<file path="src/rtl/arith_sched_if.sv">
// Requester and arithmetic_ip signal bundle for arith_sched.
// master: requesters plus the arithmetic_ip stub; slave: the scheduler itself.
interface arith_sched_if;
    logic [3:0] req;
    logic [7:0] req_a;
    logic [7:0] req_b;
    logic [7:0] req_m;
    logic [3:0] gnt;
    logic       busy;
    logic [1:0] alu_a;
    logic [1:0] alu_b;
    logic [1:0] alu_m;
    logic [2:0] alu_s;
    logic       alu_cout;
    logic       rsp_valid;
    logic [1:0] rsp_id;
    logic [2:0] rsp_s;
    logic       rsp_cout;

    modport master (
        output req, req_a, req_b, req_m, alu_s, alu_cout,
        input  gnt, busy, alu_a, alu_b, alu_m, rsp_valid, rsp_id, rsp_s, rsp_cout
    );

    modport slave (
        input  req, req_a, req_b, req_m, alu_s, alu_cout,
        output gnt, busy, alu_a, alu_b, alu_m, rsp_valid, rsp_id, rsp_s, rsp_cout
    );
endinterface

</file>
<file path="src/rtl/arith_sched.sv">
// Round-robin scheduler sharing one arithmetic_ip among four requesters.
// Optional macro ARITH_SCHED_CNT_EN adds an 8-bit completed-operation counter output op_cnt.
module arith_sched #(
    parameter int unsigned ALU_LAT = 1
) (
    input  logic              clk,
    input  logic              rst_n,
    arith_sched_if.slave      bus
`ifdef ARITH_SCHED_CNT_EN
    ,
    output logic [7:0]        op_cnt
`endif
);

    typedef enum logic {
        IDLE = 1'b0,
        EXEC = 1'b1
    } state_t;

    localparam logic [1:0] LAST_CNT = 2'(ALU_LAT - 1);

    state_t     state_q, state_d;
    logic [1:0] cnt_q, cnt_d;
    logic [1:0] last_q, last_d;
    logic [3:0] gnt_q, gnt_d;
    logic [1:0] alu_a_q, alu_a_d;
    logic [1:0] alu_b_q, alu_b_d;
    logic [1:0] alu_m_q, alu_m_d;
    logic       rsp_valid_q, rsp_valid_d;
    logic [1:0] rsp_id_q, rsp_id_d;
    logic [2:0] rsp_s_q, rsp_s_d;
    logic       rsp_cout_q, rsp_cout_d;
`ifdef ARITH_SCHED_CNT_EN
    logic [7:0] op_cnt_q, op_cnt_d;
`endif

    logic [1:0] win;
    logic [1:0] idx;
    logic       found;

    always_comb begin
        state_d     = state_q;
        cnt_d       = cnt_q;
        last_d      = last_q;
        gnt_d       = '0;
        alu_a_d     = alu_a_q;
        alu_b_d     = alu_b_q;
        alu_m_d     = alu_m_q;
        rsp_valid_d = 1'b0;
        rsp_id_d    = rsp_id_q;
        rsp_s_d     = rsp_s_q;
        rsp_cout_d  = rsp_cout_q;
`ifdef ARITH_SCHED_CNT_EN
        op_cnt_d    = op_cnt_q + {7'd0, rsp_valid_q};
`endif

        // First requesting index scanning upward from the one after the last winner.
        win   = last_q + 2'd1;
        idx   = '0;
        found = 1'b0;
        for (int unsigned i = 0; i < 4; i++) begin
            idx = last_q + 2'(i + 1);
            if (!found && bus.req[idx]) begin
                win   = idx;
                found = 1'b1;
            end
        end

        case (state_q)
            IDLE: begin
                if (bus.req != '0) begin
                    gnt_d      = 4'b0001 << win;
                    alu_a_d    = bus.req_a[{win, 1'b0} +: 2];
                    alu_b_d    = bus.req_b[{win, 1'b0} +: 2];
                    alu_m_d    = bus.req_m[{win, 1'b0} +: 2];
                    last_d     = win;
                    cnt_d      = '0;
                    state_d    = EXEC;
                end
            end
            EXEC: begin
                cnt_d = cnt_q + 2'd1;
                if (cnt_q == LAST_CNT) begin
                    rsp_s_d     = bus.alu_s;
                    rsp_cout_d  = bus.alu_cout;
                    rsp_id_d    = last_q;
                    rsp_valid_d = 1'b1;
                    state_d     = IDLE;
                end
            end
            default: state_d = IDLE;
        endcase
    end

    always_ff @(posedge clk) begin
        if (!rst_n) begin
            state_q     <= IDLE;
            cnt_q       <= '0;
            last_q      <= 2'd3;
            gnt_q       <= '0;
            alu_a_q     <= '0;
            alu_b_q     <= '0;
            alu_m_q     <= '0;
            rsp_valid_q <= 1'b0;
            rsp_id_q    <= '0;
            rsp_s_q     <= '0;
            rsp_cout_q  <= 1'b0;
`ifdef ARITH_SCHED_CNT_EN
            op_cnt_q    <= '0;
`endif
        end else begin
            state_q     <= state_d;
            cnt_q       <= cnt_d;
            last_q      <= last_d;
            gnt_q       <= gnt_d;
            alu_a_q     <= alu_a_d;
            alu_b_q     <= alu_b_d;
            alu_m_q     <= alu_m_d;
            rsp_valid_q <= rsp_valid_d;
            rsp_id_q    <= rsp_id_d;
            rsp_s_q     <= rsp_s_d;
            rsp_cout_q  <= rsp_cout_d;
`ifdef ARITH_SCHED_CNT_EN
            op_cnt_q    <= op_cnt_d;
`endif
        end
    end

    assign bus.gnt       = gnt_q;
    assign bus.busy      = (state_q == EXEC);
    assign bus.alu_a     = alu_a_q;
    assign bus.alu_b     = alu_b_q;
    assign bus.alu_m     = alu_m_q;
    assign bus.rsp_valid = rsp_valid_q;
    assign bus.rsp_id    = rsp_id_q;
    assign bus.rsp_s     = rsp_s_q;
    assign bus.rsp_cout  = rsp_cout_q;
`ifdef ARITH_SCHED_CNT_EN
    assign op_cnt        = op_cnt_q;
`endif

endmodule

</file>
<file path="src/flat_wrapper.sv">
// flat-port wrapper written by rule: the top's interface ports become plain ports
module arith_sched_flat 
#(
    parameter int unsigned ALU_LAT = 1
)
  (clk, rst_n, bus_req, bus_req_a, bus_req_b, bus_req_m, bus_alu_s, bus_alu_cout, bus_gnt, bus_busy, bus_alu_a, bus_alu_b, bus_alu_m, bus_rsp_valid, bus_rsp_id, bus_rsp_s, bus_rsp_cout);
  arith_sched_if bus_i ();
  input  logic clk;
  input  logic rst_n;
  input wire logic [$bits(bus_i.req)-1:0] bus_req;
  input wire logic [$bits(bus_i.req_a)-1:0] bus_req_a;
  input wire logic [$bits(bus_i.req_b)-1:0] bus_req_b;
  input wire logic [$bits(bus_i.req_m)-1:0] bus_req_m;
  input wire logic [$bits(bus_i.alu_s)-1:0] bus_alu_s;
  input wire logic [$bits(bus_i.alu_cout)-1:0] bus_alu_cout;
  output wire logic [$bits(bus_i.gnt)-1:0] bus_gnt;
  output wire logic [$bits(bus_i.busy)-1:0] bus_busy;
  output wire logic [$bits(bus_i.alu_a)-1:0] bus_alu_a;
  output wire logic [$bits(bus_i.alu_b)-1:0] bus_alu_b;
  output wire logic [$bits(bus_i.alu_m)-1:0] bus_alu_m;
  output wire logic [$bits(bus_i.rsp_valid)-1:0] bus_rsp_valid;
  output wire logic [$bits(bus_i.rsp_id)-1:0] bus_rsp_id;
  output wire logic [$bits(bus_i.rsp_s)-1:0] bus_rsp_s;
  output wire logic [$bits(bus_i.rsp_cout)-1:0] bus_rsp_cout;
  assign bus_i.req = bus_req;
  assign bus_i.req_a = bus_req_a;
  assign bus_i.req_b = bus_req_b;
  assign bus_i.req_m = bus_req_m;
  assign bus_i.alu_s = bus_alu_s;
  assign bus_i.alu_cout = bus_alu_cout;
  assign bus_gnt = bus_i.gnt;
  assign bus_busy = bus_i.busy;
  assign bus_alu_a = bus_i.alu_a;
  assign bus_alu_b = bus_i.alu_b;
  assign bus_alu_m = bus_i.alu_m;
  assign bus_rsp_valid = bus_i.rsp_valid;
  assign bus_rsp_id = bus_i.rsp_id;
  assign bus_rsp_s = bus_i.rsp_s;
  assign bus_rsp_cout = bus_i.rsp_cout;
  arith_sched #(.ALU_LAT(ALU_LAT)) u_core (.clk(clk), .rst_n(rst_n), .bus(bus_i));
endmodule
</file>
<file path="config.mk">
export PLATFORM = sky130hd
export DESIGN_NAME = arith_sched_flat
export DESIGN_NICKNAME = d
export VERILOG_FILES = /design/src/rtl/arith_sched_if.sv /design/src/rtl/arith_sched.sv /design/src/flat_wrapper.sv
export SDC_FILE = /design/constraint.sdc
export NUM_CORES = 1
export LEC_CHECK = 0
export ABC_AREA = 1
export CORE_MARGIN = 2
export CORE_UTILIZATION = 48
export DETAILED_ROUTE_END_ITERATION = 8
export PLACE_DENSITY = 0.9
export SYNTH_ARGS = -nofsm -noshare
export SYNTH_HDL_FRONTEND = slang
export SYNTH_SLANG_ARGS = --single-unit
export TNS_END_PERCENT = 1
</file>
<file path="constraint.sdc">
create_clock -name clk -period 5.3 [get_ports clk]
set_input_delay 1.59 -clock clk [delete_from_list [all_inputs] [get_ports clk]]
set_output_delay 1.59 -clock clk [all_outputs]
set_load 0.02 [all_outputs]
</file>
==> impl_summary.md <==
Outcome
The run finished, with violations left. The checks that failed: design-rule violations.

Power and ir drop
For this design the static power due to leakage is ~1.0 nW. The share of total power dissipated in sequential elements is 0.257. Internal power comes to ~0.5 mW. The total net switching power is 0.452 mW. The peak supply drop is about 0.43 mV.

The power density of the placed cells is 482 mW/mm². The share of total power dissipated in the clock network is 0.136. The switching power share of the total is 0.476. The part of the power in combinational logic is 0.608.

Global route
The via count of the first global-routing pass is approximately 1400. Global routing finished with a remaining overflow of 0. The total track usage is 0.207. The first-pass GRT wire length is between 5000 and 6000 µm. The number of antenna violations at the first check in global routing is 0. Entering global routing, the biggest net connects 17 pins.

Drt
The count of nets left with antenna violations once routing finished came out at 0. The final wirelength is around 3400 µm. After the first detailed-routing iteration, the DRC count stood at 80.

The routed layout has around 1500 vias. The number of remaining DRC errors is 6. In the final routed layout, each cell accounts on average for roughly 11 µm. The first detailed-routing pass took 6 iterations.

After detailed routing, the number of vias per cell comes to 5.02.

Logic synthesis
The area fraction of the dominant cell type after synthesis is 0.305. Yosys printed 0 warnings. Yosys attributes the largest share of cell area to sky130_fd_sc_hd__dfxtp_1 30%, sky130_fd_sc_hd__nand2_1 16%, sky130_fd_sc_hd__nand3_1 11%. The count of different cell masters after synthesis is 23. The share of the Yosys chip area taken by registers is 0.305.

The dominant cell type by area after synthesis is sky130_fd_sc_hd__dfxtp_1. A synthesized cell averages ~6.4 µm². The gate count of the mapped netlist is 225. The area of the mapped netlist is 0.00145 mm². In this run, synthesis produced a sequential element count of 22. The post-synthesis net count is 260.

Layout
0 antenna diodes ended up in the layout. In the final design database the tool counted slightly above 300 nets. Measured on the finished design, the core utilization comes to 0.702.

Counting the fill cells in the layout gives 260. The fraction of layout instances using a drive strength above 1 is 0.129. From synthesis to final layout, the design area changed by 36.3%.

Clock network
Counting the buffers created by CTS gives 3. The maximum number of buffers from clock root to sink is 2. For the worst-skew pair, the clock arrives at the later sink with an insertion delay of about 0.32 ns. In this run the number of H-tree levels came out at 1. The number of hold-repair buffers added at the cts stage is 0. The number of setup buffers added after CTS is 0. The root buffer cell chosen for the clock tree is sky130_fd_sc_hd__clkbuf_4. The clock sink total is 22. Gates resized during post-CTS repair numbered 0.

TritonCTS built the clock tree. The clock-pin slew on the worst setup and hold paths is 0.13 ns.

Timing
The final clock skew is between 0.009 and 0.01 ns. The ratio of final minimum period to clock period is 0.629. The worst-case headroom to the max-slew limit is 0.454. Once routing completed, OpenROAD measured the worst setup slack at about 2.0 ns. The number of failing hold endpoints at the final stage is 0. The number of setup violations in the final report is 0. The max-slew violation count is 0. Setup repair after global routing left no endpoint under its margin. At the pin with the least slew margin, the transition time is 0.816 ns. Adding up every negative setup slack in the final design gives 0 ns.

Based on the critical path, the design can be clocked at up to 300 MHz. For the finished layout, the period the worst path requires is 3.33 ns.

Critical path
Of all nets on the critical path, the largest fanout is 13. The worst setup path is launched from an input pin. The critical path is of the in -> reg type. Setup slack on the worst reg-to-reg path comes out at slightly above 3 ns. The critical path data required time is between 5 and 6 ns.

STA classifies the critical path endpoint as a flip-flop. The arrival time of data at the critical path endpoint is 3.56 ns.

Floorplan
For this configuration, the core starts out at a cell density of 0.515. The number of primary I/O pins is 52. The die footprint is between 0.003 and 0.004 mm². The height of the die is between 50 and 60 µm. The number of core rows is 19. The die width is 58.9 µm. The placeable core region is about 0.0028 mm².

Place
Detailed placement ended at an HPWL of roughly 2500 µm. Timing analysis after detailed placement gives a worst setup slack of ~1.7 ns. The final RePlAce weighted congestion is about 0.85. The number of port buffers is between 50 and 60.

Hold path
The worst min-delay path category is reg -> reg.

Flow run
Across the run, the number of max-cap violations was 0.
==> stage by stage <==
stage / hold WS [ns] / cell area, µm² / total power [mW] / cells
2_1_floorplan: 0.426 / 1450 / 0.699 / 225
3_3_place_gp: 0.436 / 1920 / 0.805 / 299
3_5_place_dp: 0.443 / 1920 / 0.817 / 299
4_1_cts: 0.474 / 1970 / 0.950 / 303
5_1_grt: 0.504 / 1970 / 1.03 / 303
6_report: 0.474 / 1970 / 0.949 / 303
==> flip-flops by register name, indices dropped and copies added, names as in the netlist <==
| signal | count |
|---|---|
| u_core.bus.alu_b | 2 |
| u_core.bus.gnt | 4 |
| u_core.bus.alu_a | 2 |
| u_core.bus.rsp_valid | 1 |
| u_core.last_q | 2 |
| u_core.bus.rsp_s | 3 |
| u_core.bus.rsp_id | 2 |
| u_core.cnt_q | 2 |
| u_core.bus.busy | 1 |
| u_core.bus.rsp_cout | 1 |
| u_core.bus.alu_m | 2 |
==> cell usage after synthesis, drive strengths merged <==
| library cell | number |
|---|---|
| o31ai | 1 |
| dfxtp | 22 |
| nor4 | 1 |
| nand4 | 1 |
| inv | 35 |
| nand2 | 88 |
| buf | 7 |
| o21ai | 4 |
| clkbuf | 1 |
| nand3 | 33 |
| ha | 1 |
| a22o | 4 |
| a21oi | 4 |
| nor2 | 23 |
==> final cells by class <==
| class | instances | area, µm² | share of cell area |
|---|---|---|---|
| clock buffers | 3 | 22.5 | 0.0114 |
| inverters | 35 | 134 | 0.0680 |
| well taps | 31 | 38.8 | 0.0197 |
| repair buffers | 51 | 510 | 0.259 |
| multi-input cells | 160 | 793 | 0.403 |
| flip-flops and latches | 22 | 440 | 0.224 |
| clock inverters | 1 | 30.0 | 0.0152 |
==> power groups by stage <==
stage	clock (mW)	combinational, mW	sequential [mW]
3_3_place_gp	0	0.559	0.246
6_report	0.129	0.577	0.244
5_1_grt	0.137	0.643	0.249
3_5_place_dp	0	0.570	0.247
2_1_floorplan	0	0.428	0.272
4_1_cts	0.129	0.577	0.244
==> kinds of logic after synthesis <==
kind of cell	after synthesis	synth area share
AND/OR/NAND/NOR	146	0.483
adder cells (fa/ha/maj)	1	0.00866
flip-flops	22	0.305
buffers and inverters	43	0.146
AO/OA/AOI/OAI	13	0.0571
==> worst paths after layout <==
kind	from	cells after the start	endpoint
setup / recovery	bus_req[0]	8	u_core.last_q[1]$_SDFFE_PN1P_
hold / removal	u_core.bus.rsp_id[0]$_SDFFE_PN0P_	2	u_core.bus.rsp_id[0]$_SDFFE_PN0P_
setup reg to reg	u_core.last_q[0]$_SDFFE_PN1P_	15	u_core.bus.alu_m[1]$_SDFFE_PN0P_
hold reg to reg	u_core.bus.rsp_id[0]$_SDFFE_PN0P_	2	u_core.bus.rsp_id[0]$_SDFFE_PN0P_
==> worst max-delay path: stages <==
cell	delay, ns
sky130_fd_sc_hd__clkdlybuf4s50_1	0.53
sky130_fd_sc_hd__nor4_1	0.11
sky130_fd_sc_hd__nor2_1	0.63
sky130_fd_sc_hd__inv_1	0.18
sky130_fd_sc_hd__nor2_1	0.23
sky130_fd_sc_hd__nand2_1	0.14
sky130_fd_sc_hd__o31ai_1	0.11
sky130_fd_sc_hd__inv_2	0.04
==> layer usage <==
| metal | vias to the layer above | routed length [µm] | track usage |
|---|---|---|---|
| li1 | 792 | - | - |
| met1 | 659 | 1440 | 0.251 |
| met2 | 66 | 1600 | 0.365 |
| met3 | 5 | 276 | 0.0505 |
| met4 | 0 | 33 | 0.0552 |
| met5 | - | 0 | 0 |
==> cell usage in the layout, fill, tap and decap left out, drive strengths merged <==
cell / count
nand4: 1
ha: 1
nor2: 23
nand3: 33
a22o: 4
nand2: 88
o31ai: 1
dfxtp: 22
clkbuf: 3
inv: 35
clkdlybuf4s50: 51
nor4: 1
o21ai: 4
a21oi: 4
bufinv: 1
Power figures use the tool's default switching activity.
==> RTL edit: new RTL, same settings <==
Reset style: asynchronous (`rst_n`), changed in one clocked block.
--- a/src/rtl/arith_sched.sv
+++ b/src/rtl/arith_sched.sv
@@ -92,7 +92,7 @@
         endcase
     end
 
-    always_ff @(posedge clk) begin
+    always_ff @(posedge clk or negedge rst_n) begin
         if (!rst_n) begin
             state_q     <= IDLE;
             cnt_q       <= '0;
Check against the original RTL: differs if rst_n is asserted again (counterexample within 4 cycles, from zero or initial values and one cycle with rst_n low); with rst_n held inactive, the same outputs for 10 cycles.
==> RTL edit against the original RTL <==
Hold slack improved by 0.019 ns. Clock skew is 0.0022 ns higher. Power increased by 35%. Setup slack gained 0.28 ns. Routed wire length rose by 4.8%. Design area up 4.8%. Area after synthesis is 5.8% higher. Clock power is 24% lower. Sequential cell count unchanged. Final cell count grew 4.0%.
==> RTL edit: results (changes against the original RTL) <==
stage,metric,value,unit,change
worst_setup_path,crit_path_end,bus_busy,,
routing,firstDrtPassIters,4,,-2
placed_design,placed_area,0.00203,sq mm,+5.7%
worst_setup_path,path_delay_family,buffers and inverters,,
synth,synth_nets,257,,-1.2%
global_routing,grt_pass1_wl,6030,um,+7.6%
synth,synthTopCellsByCount,"88 x nand2_1, 41 x nand3_1, 21 x inv_1",,
layout,area_growth,34.9,%,
synth,synth-seq-area-share,36.2,%,+5.7 points
min_path,hp-start,u_core.bus.rsp_cout,,
clock_network,numCtsBuffers,3,,unchanged
worst_setup_path,r2r_slack,3.12,ns,+0.07 ns
worst_setup_path,worst-endpoint-arrival,1.46,ns,-2.10 ns
synth,synth-compound-area-share,2.86,%,-2.9 points
synth,synthCells,222,,-1.3%
timing,slew_headroom,36.7,%,-8.7 points
worst_setup_path,timing.critical_path.fanout_max,6,,-7
routing,viasPerCell,4.86,,-3.2%
layout,drive_above_1_share,12.9,%,+0.047 points
outcome,status,finished clean,,
worst_setup_path,crit_path_top_delay_cell,clkdlybuf4s50_1,,
global_routing,grt_usage,22.1,%,+1.3 points
pwr,p_leak,1.10,nW,+8.8%
placed_design,dp_cells,311,,+4.0%
placed_design,dpl_worst_slack,1.91,ns,+0.207 ns
global_routing,grt_pass1_vias,1415,,+2.6%
routing,drt-initial-drc-count,101,,+26%
placed_design,globalplace.congestion,0.899,,+6.1%
synth,async_flop_share,100,%,+100 points
worst_setup_path,r2r_end,u_core.bus.alu_b[1],,
pwr,vdd_drop_max,0.000335,V,-22%
worst_setup_path,crit_start,u_core.bus.busy,,
worst_setup_path,max_stage_delay,0.65,ns,+0.02 ns
floorplan,die_w,60.4,um,+2.7%
placed_design,dp_hpwl,2690,um,+5.4%
timing,holdWs,0.493,ns,+0.0194 ns
routing,vias,1531,,+0.59%
synth,ys_top_cells_by_area,"dfrtp_1 33%, nand2_1 22%, nand3_1 13%",,
RTL edit: cell count changes after synthesis, moves of 4 or more:
cell and delta:
nand2_1 +25, dfxtp_1 -22, dfrtp_1 +20, nor2_1 -16, inv_1 -9, nand3_1 +8
a22o_1 -4
RTL edit: layer usage:
metal,wire length (um),vias to the layer above,share of wire [%],GRT usage (%)
met4,46,0,1.3,9.32
met1,1590,682,45,28.6
met2,1700,54,48,36.5
met5,0,-,0,0
li1,-,791,-,-
met3,180,4,5.1,4.05
RTL edit: report_power, final:
| group | switching, mW | internal (mW) |
|---|---|---|
| clock network | 0.0558 | 0.0421 |
| logic | 0.556 | 0.322 |
| registers | 0.0597 | 0.244 |
| total | 0.671 | 0.609 |
RTL edit: area by class of cell:
class | instances | share of cell area, %
multi-input combinational | 170 | 39.5
sequential | 22 | 26.8
timing repair buffer | 51 | 24.7
inverter | 24 | 4.49
tap | 44 | 2.67
clock buffer | 4 | 1.76
